[config.mk]
export PLATFORM = sky130hd
export DESIGN_NAME = router_ctrl_fsm
export DESIGN_NICKNAME = d
export VERILOG_FILES = /design/src/rtl/router_pkg.sv /design/src/rtl/router_ctrl_fsm.sv
export SDC_FILE = /design/constraint.sdc
export NUM_CORES = 1
export LEC_CHECK = 0
export BUFFER_PORTS_ARGS = -buffer_cell sky130_fd_sc_hd__buf_2
export CAP_MARGIN = 20
export CORE_AREA = 2 2 39 41
export DETAILED_ROUTE_END_ITERATION = 16
export DIE_AREA = 0 0 41 43
export REMOVE_ABC_BUFFERS = 1
export SLEW_MARGIN = 20
export SYNTH_ARGS = -nofsm -noshare
export SYNTH_HDL_FRONTEND = slang
export SYNTH_SLANG_ARGS = --single-unit
[constraint.sdc]
create_clock -name clock -period 3.1 [get_ports clock]
set_input_delay 0.155 -clock clock [delete_from_list [all_inputs] [get_ports clock]]
set_output_delay 0.155 -clock clock [all_outputs]
set_load 0.05 [all_outputs]
[src/rtl/router_pkg.sv]
// Shared definitions for the 1x3 router: FSM state encodings, the invalid
// destination address and the number of destination ports.
package router_pkg;

  localparam int NUM_PORTS = 3;

  // Address 2'b11 has no destination FIFO behind it.
  localparam logic [1:0] ADDR_INVALID = 2'b11;

  typedef enum logic [2:0] {
    DECODE_ADDRESS     = 3'd0,
    LOAD_FIRST_DATA    = 3'd1,
    LOAD_DATA          = 3'd2,
    LOAD_PARITY        = 3'd3,
    FIFO_FULL_STATE    = 3'd4,
    LOAD_AFTER_FULL    = 3'd5,
    WAIT_TILL_EMPTY    = 3'd6,
    CHECK_PARITY_ERROR = 3'd7
  } state_t;

endpackage

[src/rtl/router_ctrl_fsm.sv]
// Control FSM of the 1x3 packet router. This Moore machine decodes the header
// address and sequences the header, payload and parity loads into the
// register stage. It also stalls while the selected destination FIFO is full.
// Optional build macro ROUTER_FSM_DBG_EN adds two debug outputs: state_dbg,
// which mirrors the state register, and pkt_cnt, a count of completed packets.
module router_ctrl_fsm
  import router_pkg::*;
(
  input  logic       clock,
  input  logic       reset,
  input  logic       pkt_valid,
  input  logic [1:0] data_in,
  input  logic       fifo_full,
  input  logic       fifo_empty_0,
  input  logic       fifo_empty_1,
  input  logic       fifo_empty_2,
  input  logic       soft_reset_0,
  input  logic       soft_reset_1,
  input  logic       soft_reset_2,
  input  logic       parity_done,
  input  logic       low_packet_valid,
`ifdef ROUTER_FSM_DBG_EN
  output logic [2:0] state_dbg,
  output logic [7:0] pkt_cnt,
`endif
  output logic       write_enb_reg,
  output logic       detect_add,
  output logic       lfd_state,
  output logic       ld_state,
  output logic       laf_state,
  output logic       full_state,
  output logic       rst_int_reg,
  output logic       busy
);

  state_t     r_state;
  state_t     w_state_next;
  logic [1:0] r_addr_q;
  logic       w_empty_sel;
  logic       w_empty_din;
  logic       w_soft_reset_sel;

  // Select the per-port empty and soft-reset flags. Two sources pick the port:
  // the latched address, and the live header address seen while decoding.
  always_comb begin
    w_empty_sel      = 1'b0;
    w_soft_reset_sel = 1'b0;
    w_empty_din      = 1'b0;
    case (r_addr_q)
      2'd0: begin w_empty_sel = fifo_empty_0; w_soft_reset_sel = soft_reset_0; end
      2'd1: begin w_empty_sel = fifo_empty_1; w_soft_reset_sel = soft_reset_1; end
      2'd2: begin w_empty_sel = fifo_empty_2; w_soft_reset_sel = soft_reset_2; end
      default: ;
    endcase
    case (data_in)
      2'd0: w_empty_din = fifo_empty_0;
      2'd1: w_empty_din = fifo_empty_1;
      2'd2: w_empty_din = fifo_empty_2;
      default: ;
    endcase
  end

  // Next-state logic. A soft reset on the selected port aborts any packet in flight.
  always_comb begin
    w_state_next = r_state;
    if (r_state != DECODE_ADDRESS && w_soft_reset_sel) begin
      w_state_next = DECODE_ADDRESS;
    end else begin
      case (r_state)
        DECODE_ADDRESS:
          if (pkt_valid && data_in != ADDR_INVALID)
            w_state_next = w_empty_din ? LOAD_FIRST_DATA : WAIT_TILL_EMPTY;
        WAIT_TILL_EMPTY:
          if (w_empty_sel) w_state_next = LOAD_FIRST_DATA;
        LOAD_FIRST_DATA:
          w_state_next = LOAD_DATA;
        LOAD_DATA:
          if (fifo_full)       w_state_next = FIFO_FULL_STATE;
          else if (!pkt_valid) w_state_next = LOAD_PARITY;
        FIFO_FULL_STATE:
          if (!fifo_full) w_state_next = LOAD_AFTER_FULL;
        LOAD_AFTER_FULL:
          if (parity_done)           w_state_next = DECODE_ADDRESS;
          else if (low_packet_valid) w_state_next = LOAD_PARITY;
          else                       w_state_next = LOAD_DATA;
        LOAD_PARITY:
          w_state_next = CHECK_PARITY_ERROR;
        CHECK_PARITY_ERROR:
          w_state_next = fifo_full ? FIFO_FULL_STATE : DECODE_ADDRESS;
        default:
          w_state_next = DECODE_ADDRESS;
      endcase
    end
  end

  // State register plus destination address latch. The latch captures only valid headers.
  always_ff @(posedge clock) begin
    if (reset) begin
      r_state  <= DECODE_ADDRESS;
      r_addr_q <= 2'd0;
    end else begin
      r_state <= w_state_next;
      if (r_state == DECODE_ADDRESS && pkt_valid && data_in != ADDR_INVALID)
        r_addr_q <= data_in;
    end
  end

  // Moore output decode. Outputs depend on the state register only.
  always_comb begin
    detect_add    = (r_state == DECODE_ADDRESS);
    lfd_state     = (r_state == LOAD_FIRST_DATA);
    ld_state      = (r_state == LOAD_DATA);
    laf_state     = (r_state == LOAD_AFTER_FULL);
    full_state    = (r_state == FIFO_FULL_STATE);
    rst_int_reg   = (r_state == CHECK_PARITY_ERROR);
    write_enb_reg = (r_state == LOAD_FIRST_DATA) || (r_state == LOAD_DATA) ||
                    (r_state == LOAD_AFTER_FULL) || (r_state == LOAD_PARITY);
    busy          = !((r_state == DECODE_ADDRESS) || (r_state == LOAD_DATA));
  end

`ifdef ROUTER_FSM_DBG_EN
  logic [7:0] r_pkt_cnt;

  // Count packets that finish through the parity check back into address decode.
  always_ff @(posedge clock) begin
    if (reset)
      r_pkt_cnt <= 8'd0;
    else if (r_state == CHECK_PARITY_ERROR && w_state_next == DECODE_ADDRESS)
      r_pkt_cnt <= r_pkt_cnt + 8'd1;
  end

  assign state_dbg = r_state;
  assign pkt_cnt   = r_pkt_cnt;
`endif

endmodule

==> results.sh <==
export IMPL_grt_ovfl_total=0
export IMPL_crit_path_cell_trace="inv_2 -> nor3_1 -> buf_2"
export IMPL_routed_wl_um=1040
export IMPL_vias_per_cell=5.03
export IMPL_final_core_util_pct=40.1
export IMPL_skew_ps=2.86
export IMPL_postCtsSetupRepairBufs=0
export IMPL_yosysSeqAreaShare_pct=23.8
export IMPL_gp_congestion=0.718
export IMPL_slew_violations=0
export IMPL_cts_tree="done"
export IMPL_diodes=0
export IMPL_die_x_um=41
export IMPL_crit_arrival_ps=1570
export IMPL_p_leak_nw=0.250
export IMPL_vias=468
export IMPL_fmax_mhz=578
export IMPL_start_util_pct=30.4
export IMPL_layout_drive_gt1_share_pct=36.4
export IMPL_rows=14
export IMPL_ctsHtreeMaxLevel=1
export IMPL_io_buffers=21
export IMPL_nets=92
export IMPL_power_mw=0.718
export IMPL_drc=0
export IMPL_powerDensity_mw_per_mm2=1290
export IMPL_die_h_um=43
export IMPL_hold_class="in2reg"
export IMPL_wire_per_inst_um=11.2
export IMPL_grt_pass1_vias=390
export IMPL_dr_first_iter_drc_count=16
export IMPL_ant_nets=0
export IMPL_io_pins=22
export IMPL_setup_violations=0
export IMPL_ir_drop_v=0.000584
export IMPL_netlist_instances=56
export IMPL_path_class="reg2out"
export IMPL_slowest_delay_ps=500
export IMPL_grt_max_degree=14
export IMPL_cp_required_ps=2940
export IMPL_post_dp_cell_area_um2=528
export IMPL_status="finished clean"
export IMPL_maxCapViolations=0
export IMPL_relSlewSlack_pct=69.3
export IMPL_area_growth_syn_to_layout_pct=31.8
export IMPL_hpwl_um=840
export IMPL_synth_area_per_cell_um2=7.51
export IMPL_antenna_found_initial=0
export IMPL_cts_sinks=5
export IMPL_cp_max_fo=11
export IMPL_worst_pin_slew_ps=457
export IMPL_track_usage_pct=13.7
export IMPL_clock_latency_ps=240
export IMPL_fin_crit_ps=1730
export IMPL_fin_crit_sh_pct=55.8
export IMPL_cp_slowest_cell="dfxtp_1"
export IMPL_core_mm2=0.00138
export IMPL_cts_reportedPaths_clkPinSlew_ps=40
export IMPL_dr_pass1_iters=3
export IMPL_endpoint_kind="output pin"
export IMPL_cts_root_buf="clkbuf_4"
export IMPL_grt_first_pass_wirelength_um=1640
export IMPL_final_hold_viol_count=0
export IMPL_netlist_area_um2=420
export IMPL_cts_buffers_inserted=3
export IMPL_clockBufferDepth=2
export IMPL_die_area_mm2=0.00176
export IMPL_final_area_um2=554
export IMPL_ctsResizeCount=0
export IMPL_grt_setup_unrepaired="no"
export IMPL_ys_warn_count=0
export IMPL_finalSetupTns_ps=0
export IMPL_synth_cell_types=30
export IMPL_ctsHoldBuffers=0
export IMPL_synth_seq_cells=5
export IMPL_critPathLaunchType="register"
synth_stat cells:
cell	number	area, µm²
nand3b_1	2	15.0
clkbuf_1	2	7.51
nand4b_1	1	8.76
o22a_1	1	8.76
a21oi_1	3	15.0
or3_1	1	6.26
and3_1	1	6.26
o21ai_0	3	15.0
mux2i_1	2	20.0
a211o_1	1	8.76
maj3_1	1	10.0
a21oi_2	1	8.76
nand3_1	1	5.00
nand2_1	2	7.51
a31oi_1	1	6.26
or2_2	1	6.26
nor3b_1	4	30.0
nor3b_2	1	12.5
nor2b_1	2	12.5
o21a_1	1	7.51
inv_2	1	3.75
inv_1	2	7.51
a221oi_1	2	17.5
and4b_1	1	10.0
buf_2	2	10.0
nor3_1	3	15.0
a311o_1	1	10.0
nand2b_1	1	6.26
dfxtp_1	5	100
nor2_1	6	22.5
cell type report:
| cell class | count | area [µm²] |
|---|---|---|
| sequential | 5 | 100 |
| tap | 16 | 20.0 |
| clock buffer | 4 | 26.3 |
| inverter | 3 | 11.3 |
| fill | 164 | 830 |
| multi-input combinational | 44 | 292 |
| timing repair buffer | 21 | 105 |
placed cells by master (no fill, tap or decap), drive strengths merged:
master,netlist,routed
or3,1,1
nor2b,2,2
and4b,1,1
nand2,2,2
and3,1,1
nand3b,2,2
a21oi,4,4
inv,3,3
nor3b,5,5
mux2i,2,2
nand2b,1,1
clkbuf,2,4
nor2,6,6
nand3,1,1
nor3,3,3
o21ai,3,3
a31oi,1,1
a311o,1,1
a221oi,2,2
dfxtp,5,5
buf,2,21
o22a,1,1
maj3,1,1
nand4b,1,1
o21a,1,1
or2,1,1
a211o,1,1
sequential cells by signal (all words and copies together) (netlist names):
name,cells
r_addr_q,2
r_state,3
routing by layer:
metal / wire [µm] / track usage (%) / part of all wire, %
met1: 472 / 16.7 / 45
met2: 474 / 20.6 / 45
met3: 98 / 4.71 / 9.4
met4: 0 / 6.00 / 0
met5: 0 / 0 / 0
worst paths after layout:
kind / start / endpoint / slack [ps] / depth (start not counted)
max: r_state[2] / full_state / 1370 / 3
min: reset / r_addr_q[0] / 120 / 2
max reg2reg: r_state[0] / r_state[1] / 1500 / 3
min reg2reg: r_addr_q[1] / r_addr_q[1] / 560 / 2
worst max-delay path: cells and delay by family (launching register included):
kind | cells | cell delay (ps)
buffers and inverters | 2 | 420
flip-flops | 1 | 500
AND/OR/NAND/NOR | 1 | 410
metrics by stage:
stage	setup WS (ps)	cells	hold WS [ps]
2_1_floorplan	759	52	234
3_3_place_gp	1600	89	365
3_5_place_dp	1520	89	365
4_1_cts	1350	93	113
5_1_grt	1200	93	115
6_report	1370	93	115
cells by family (layout without fill, tap and decap cells):
group,count (synthesis),in the layout,synth area share [%]
AND/OR/NAND/NOR,27,27,39.0
AO/OA/AOI/OAI,14,14,23.2
buffers and inverters,7,28,6.85
flip-flops,5,5,23.8
multiplexers,2,2,4.76
adder cells (fa/ha/maj),1,1,2.38
power breakdown:
group	total (mW)	switching, mW	internal, mW
registers	0.152	0.0611	0.0910
logic	0.492	0.342	0.150
clock network	0.0735	0.0250	0.0486
total	0.718	0.428	0.290
No activity file was read; power rests on OpenSTA's default activity.
